`src/rtl/mem_port_arbiter.sv`:
```
// mem_port_arbiter: shares one memory bus port between instruction fetch and MEM-stage load/store
module mem_port_arbiter #(
    parameter int TIMEOUT = 255
) (
    input  logic        clk,
    input  logic        rst,
    input  logic        if_req,
    input  logic [31:0] if_addr,
    output logic [31:0] if_rdata,
    output logic        if_done,
    output logic        if_err,
    input  logic        mem_req,
    input  logic        mem_we,
    input  logic [31:0] mem_addr,
    input  logic [31:0] mem_wdata,
    input  logic [3:0]  mem_sel,
    output logic [31:0] mem_rdata,
    output logic        mem_done,
    output logic        mem_err,
    output logic        bus_req,
    output logic        bus_we,
    output logic [31:0] bus_addr,
    output logic [31:0] bus_wdata,
    output logic [3:0]  bus_sel,
    input  logic        bus_ack,
    input  logic [31:0] bus_rdata,
    output logic        stall_o
);
    typedef enum logic [1:0] {IDLE, BUSY_IF, BUSY_MEM} state_t;
    localparam logic [7:0] LAST_WAIT = 8'(TIMEOUT - 1);
    state_t      state_q, state_d;
    logic        last_mem_q, last_mem_d;
    logic [7:0]  cnt_q, cnt_d;
    logic        we_q, we_d;
    logic [31:0] addr_q, addr_d, wdata_q, wdata_d;
    logic [3:0]  sel_q, sel_d;
    logic        if_done_q, if_done_d, if_err_q, if_err_d;
    logic        mem_done_q, mem_done_d, mem_err_q, mem_err_d;
    logic [31:0] if_rdata_q, if_rdata_d, mem_rdata_q, mem_rdata_d;
    logic        if_pend, mem_pend, gnt_mem, finish;
    // a request whose done is showing this cycle is already satisfied and must not be re-granted
    assign if_pend  = if_req & ~if_done_q;
    assign mem_pend = mem_req & ~mem_done_q;
    assign gnt_mem  = mem_pend & (~if_pend | ~last_mem_q);
    assign finish   = bus_ack | (cnt_q == LAST_WAIT);
    assign bus_req   = state_q != IDLE;
    assign bus_we    = we_q;
    assign bus_addr  = addr_q;
    assign bus_wdata = wdata_q;
    assign bus_sel   = sel_q;
    assign if_rdata  = if_rdata_q;
    assign if_done   = if_done_q;
    assign if_err    = if_err_q;
    assign mem_rdata = mem_rdata_q;
    assign mem_done  = mem_done_q;
    assign mem_err   = mem_err_q;
    assign stall_o   = (if_req & ~if_done_q) | (mem_req & ~mem_done_q);
    // next-state: grant and latch in IDLE, complete on ack or wait-limit in BUSY
    always_comb begin
        state_d     = state_q;
        last_mem_d  = last_mem_q;
        cnt_d       = cnt_q;
        we_d        = we_q;
        addr_d      = addr_q;
        wdata_d     = wdata_q;
        sel_d       = sel_q;
        if_done_d   = 1'b0;
        if_err_d    = 1'b0;
        mem_done_d  = 1'b0;
        mem_err_d   = 1'b0;
        if_rdata_d  = if_rdata_q;
        mem_rdata_d = mem_rdata_q;
        if (state_q == IDLE) begin
            if (if_pend | mem_pend) begin
                state_d    = gnt_mem ? BUSY_MEM : BUSY_IF;
                last_mem_d = gnt_mem;
                cnt_d      = '0;
                we_d       = gnt_mem & mem_we;
                addr_d     = gnt_mem ? mem_addr : if_addr;
                wdata_d    = gnt_mem ? mem_wdata : '0;
                sel_d      = gnt_mem ? mem_sel : 4'hF;
            end
        end else if (finish) begin
            state_d    = IDLE;
            if_done_d  = state_q == BUSY_IF;
            mem_done_d = state_q != BUSY_IF;
            if_err_d   = if_done_d & ~bus_ack;
            mem_err_d  = mem_done_d & ~bus_ack;
            if (if_done_d) if_rdata_d = bus_ack ? bus_rdata : '0;
            else mem_rdata_d = (bus_ack & ~we_q) ? bus_rdata : '0;
        end else begin
            cnt_d = cnt_q + 8'd1;
        end
    end
    // state and result registers; reset abandons any bus cycle without a done pulse
    always_ff @(posedge clk) begin
        if (rst) begin
            state_q     <= IDLE;
            last_mem_q  <= 1'b0;
            cnt_q       <= '0;
            we_q        <= 1'b0;
            addr_q      <= '0;
            wdata_q     <= '0;
            sel_q       <= '0;
            if_done_q   <= 1'b0;
            if_err_q    <= 1'b0;
            mem_done_q  <= 1'b0;
            mem_err_q   <= 1'b0;
            if_rdata_q  <= '0;
            mem_rdata_q <= '0;
        end else begin
            state_q     <= state_d;
            last_mem_q  <= last_mem_d;
            cnt_q       <= cnt_d;
            we_q        <= we_d;
            addr_q      <= addr_d;
            wdata_q     <= wdata_d;
            sel_q       <= sel_d;
            if_done_q   <= if_done_d;
            if_err_q    <= if_err_d;
            mem_done_q  <= mem_done_d;
            mem_err_q   <= mem_err_d;
            if_rdata_q  <= if_rdata_d;
            mem_rdata_q <= mem_rdata_d;
        end
    end
endmodule

```
`config.mk`:
```
export PLATFORM = sky130hd
export DESIGN_NAME = mem_port_arbiter
export DESIGN_NICKNAME = d
export VERILOG_FILES = /design/src/rtl/mem_port_arbiter.sv
export SDC_FILE = /design/constraint.sdc
export NUM_CORES = 1
export LEC_CHECK = 0
export ABC_AREA = 1
export ABC_CLOCK_PERIOD_IN_PS = 2160
export BUFFER_PORTS_ARGS = -buffer_cell sky130_fd_sc_hd__buf_2
export CAP_MARGIN = 20
export CORE_MARGIN = 10
export CORE_UTILIZATION = 52
export CTS_BUF_LIST = sky130_fd_sc_hd__clkbuf_2 sky130_fd_sc_hd__clkbuf_4 sky130_fd_sc_hd__clkbuf_8
export DETAILED_ROUTE_END_ITERATION = 16
export PLACE_DENSITY = 0.95
export SLEW_MARGIN = 40
export SYNTH_ARGS = -nofsm -noshare
export SYNTH_HDL_FRONTEND = slang
export SYNTH_SLANG_ARGS = --single-unit
```
`constraint.sdc`:
```
create_clock -name clk -period 2.16 [get_ports clk]
set_input_delay 0.108 -clock clk [delete_from_list [all_inputs] [get_ports clk]]
set_output_delay 0.108 -clock clk [all_outputs]
set_load 0.05 [all_outputs]
```
# == After elaboration in Yosys (flattened, before gate mapping) ==
# Index checks and enable logic that the tools add are counted.
# op_classes
eq_ne,5
n_addsub,1
n_mux,12
reduce_logical,9
n_bitwise,19
# op_table
operator,n
$mux 32,4
$mux 8,3
$not 1->1,9
$add 8x1->8 const B,1
$eq 8x8->1 const B,1
$mux 2,4
$and 1x1->1,7
$reduce_and 2->1,3
$reduce_and 3->1,2
$mux 4,1
$ne 2x1->1 const B,2
$reduce_bool 2->1,2
$or 1x1->1,3
$reduce_or 3->1,1
$eq 2x1->1 const B,1
$logic_not 2->1,1
$ne 2x2->1 const B,1
# word_totals
reg_bits,148
out_inout_bits,139

# == Logic depth before layout (Yosys ltp) ==
# logic_depth
depth_word,8
mapped_depth,11

# == Worst setup path after synthesis ==
# No wires, ideal clock.
# synth_timing
kind,register -> register
startpoint,register mem_done_q (netlist: mem_done)
endpoint,register cnt_q[3]
stages_incl_launch_ff,7
path_slack_ns,-0.367
n_path_buf,2
setup_time_ns,0.132
required_time_ns,2.028
t_arrival_ns,2.394
cell_sequence,dfxtp_1 > o21ai_0 > nand2_1 > buf_4 > buf_2 > nand3_1 > a21oi_1
# synth_between
elab_chain_cells,5
# synth_lines
element,line_no,rtl
from (decl),38,"logic mem_done_q, mem_done_d, mem_err_q, mem_err_d;"
from (signal assigned),121,mem_done_q <= mem_done_d;
$not 1->1,-,
$and 1x1->1,-,
$or 1x1->1,-,
via stall_o,27,output logic stall_o
$ne 2x2->1 (no source line),-,
$reduce_and 2->1 (no source line),-,
to (signal assigned),114,cnt_q <= cnt_d;
to (decl),33,"logic [7:0] cnt_q, cnt_d;"
# The timed path passes the listed nets, and every way through them passes these cells.
# A chain may end at the register's enable or synchronous reset.

# == Worst setup path in the final report ==
# layout_timing
startpoint,register if_done_q (netlist: if_done)
endpoint,register addr_q[15] (netlist: bus_addr[15])
# layout_between
elab_chain_cells,6
word_cells_on_any_way,8
# layout_lines
element,line_no,rtl
from (decl),37,"logic if_done_q, if_done_d, if_err_q, if_err_d;"
from (signal assigned),119,if_done_q <= if_done_d;
$not 1->1 (*),42,assign if_pend = if_req & ~if_done_q;
$and 1x1->1 (*),42,
$not 1->1,44,assign gnt_mem = mem_pend & (~if_pend | ~last_mem_q);
$or 1x1->1,44,
$and 1x1->1,44,
$mux 32,79,addr_d = gnt_mem ? mem_addr : if_addr;
to (signal assigned),116,addr_q <= addr_d;
to (decl),35,"logic [31:0] addr_q, addr_d, wdata_q, wdata_d;"
# Mark *: on every way between the ends. The rest lies on a longest branch, timed or not.

==> flow_summary.ini <==
[global_routing]
first_global_vias = 7145
antenna_found_initial = 4
grt_first_pass_wirelength_mm = 37.1
grt-ovfl-total = 0
grt_max_degree = 46
grt_usage = 0.286

[synth]
ys_top_cells_by_area = dfxtp_1 51%, nand2_1 21%, a21oi_1 9.2%, nand3_1 9.2%, buf_2 2.3%
ys_seq_elements = 148
synth_top_area_share = 0.507
synth-main-ff-cell = dfxtp_1
netlist_instances = 803
syn_area_um2 = 5850
async_flop_share = 0
synth_warnings = 0
synth_edf_count = 0
yosysUniqueCellTypes = 23
ys_seq_area_frac = 0.507
synth_nets = 943
synth_area_leader_cell = dfxtp_1
avgSynthCellArea_um2 = 7.28

[sta]
rsz0062_at_grt = no
finalSetupViolations = 0
slew_headroom = 0.675
final.setup_skew_ns = 0.0122
slew_violations = 0
hold_violations = 0
setup_tns_ns = 0
final.period_utilization = 0.885
fin_crit_ns = 1.91
max_freq_mhz = 523
tightest_slew_ns = 0.487

[floorplanning]
num_io_pins = 277
die_w_um = 126
rows = 38
coreArea_um2 = 10900
fp.dieH_um = 126
die_area_um2 = 15900
initial_core_util = 0.535

[clock_network]
htree_levels = 4
cts_tree = built
post_cts_buffers = 0
clk_latency_ns = 0.45
hold_buffers = 85
clock-root-buffer = clkbuf_8
post_cts_resized = 0
clk_pin_slew_worst_paths_ns = 0.07
cts_buffer_depth = 2
cts-buffers-inserted = 17
cts_sinks = 148

[critical_path]
start_kind = register
worstPathArrival_ns = 2.28
crit_chain = inv_1, nand3_1, nand2_2, buf_4, nand2_1, nand2_1, dlygate4sd3_1, nand2_1, a21oi_1
critPathTopFamily = buffers and inverters
cp.required_ns = 2.53
path_buf_inv = 3
crit_type = reg -> reg
crit_path_end_kind = register
crit_fanout = 33
slowest_delay_ns = 0.54
cpMaxStageDelayCell = dlygate4sd3_1
cpMostUsedCell = nand2_1

[final_layout]
stdcell_area_um2 = 8570
n_fill_cell = 682
final_util = 0.783
nets = 1284
layout-drive-gt1-share = 0.292
areaGrowthSynthToFinish_pct = 46.5
ff_latch_area_um2 = 2960
multi_input_comb_area_um2 = 2550

[detailed_routing]
ant_nets = 0
drc_errors = 0
viasPerCell = 5.50
dr.pass1.iters = 9
wl_per_cell_um = 18.6
drt_iter0_markers = 744
drt_wl_total_mm = 24.2
vias = 7149

[min_path]
hold_path.class = in -> reg

[power_and_ir_drop]
leakage_nw = 4.26
pwr_density_cell_nw_per_um2 = 834
finalPower_mw = 7.14
peakVddDrop_mv = 0.642

[placed_design]
port_buffers = 276
dp_hpwl_mm = 14.6
placed_area_um2 = 7260
gp_congestion = 0.920

[flow_run]
drv_cap = 0

[status]
run_status = finished, final reports clean
[worst paths after layout]
check | start | endpoint | slack [ns] | depth (start not counted)
min reg2reg | if_rdata[18]$_SDFFE_PP0P_ | if_rdata[18]$_SDFFE_PP0P_ | 0.46 | 2
min | if_addr[7] | bus_addr[7]$_SDFFE_PP0P_ | 0.02 | 5
max reg2reg | if_done$_SDFF_PP0_ | bus_addr[15]$_SDFFE_PP0P_ | 0.25 | 9
max | if_done$_SDFF_PP0_ | bus_addr[15]$_SDFFE_PP0P_ | 0.25 | 9
[stage by stage]
stage / setup slack (ns) / hold WS, ns / cells
floorplan: 0.0751 / 0.239 / 803
global placement: 0.565 / 0.327 / 1180
detailed placement: 0.441 / 0.339 / 1180
CTS: 0.268 / 0.000528 / 1296
global route: 0.0669 / 0.00967 / 1300
finish: 0.249 / 0.0171 / 1300
[cells in the mapped netlist, types with 4 or more instances]
cell type and number:
o21ai_0 7, nor2_1 22, nand2_1 323, inv_1 15, a21oi_1 108, buf_4 4
dfxtp_1 148, nand3_1 108, clkbuf_1 18, buf_2 27
[cell type report]
cell class                      instances  area share
Clock inverter                         11      0.0213
Inverter                               20     0.00876
Sequential cell                       148       0.346
Clock buffer                           20      0.0307
Multi-Input combinational cell        581       0.298
Timing Repair Buffer                  376       0.274
Antenna cell                            4     0.00117
Tap cell                              140      0.0204
[logic make-up after synthesis]
logic type / synth area share
AOI/OAI and AO/OA: 0.0984
DFF: 0.507
buffers and inverters: 0.0597
and+or+nand+nor: 0.331
adders and majority gates: 0.00428
[worst reg2reg max path, delay by kind of cell (launching register included)]
kind                   cells  cell delay, ns
AND/OR/NAND/NOR            5            0.45
flip-flops                 1            0.33
buffers and inverters      3            0.96
AO/OA/AOI/OAI              1            0.12
[layout by cell type, fill, tap and decap left out, drive strengths merged]
| master | count |
|---|---|
| clkinvlp | 1 |
| dfxtp | 148 |
| a21oi | 108 |
| dlygate4sd3 | 85 |
| nand3 | 109 |
| bufinv | 5 |
| nor3b | 1 |
| o21ai | 7 |
| clkinv | 8 |
| nand2 | 327 |
| nor3 | 1 |
| diode | 4 |
| buf | 291 |
| clkbuf | 20 |
| ha | 2 |
| inv | 17 |
| nor2 | 26 |
[flip-flops by register name, summed over array words and instances (netlist names), 2 cells and up]
register	flops
bus_sel	4
cnt_q	8
if_rdata	32
state_q	2
bus_wdata	32
mem_rdata	32
bus_addr	32
[power breakdown]
part / internal [mW] / switching [mW] / leakage (nW) / total, mW
clock network: 1.41 / 1.03 / 0.229 / 2.44
logic: 0.487 / 1.22 / 2.83 / 1.71
registers: 2.89 / 0.0968 / 1.21 / 2.99
total: 4.80 / 2.35 / 4.26 / 7.14
[layer usage]
| layer | global-route usage | wire length, um | up-vias |
|---|---|---|---|
| li1 | - | - | 3277 |
| met1 | 0.285 | 8120 | 3218 |
| met4 | 0.201 | 1620 | 0 |
| met5 | 0 | 0 | - |
| met3 | 0.0969 | 2440 | 134 |
| met2 | 0.490 | 12000 | 520 |
Power figures use the tool's default switching activity.
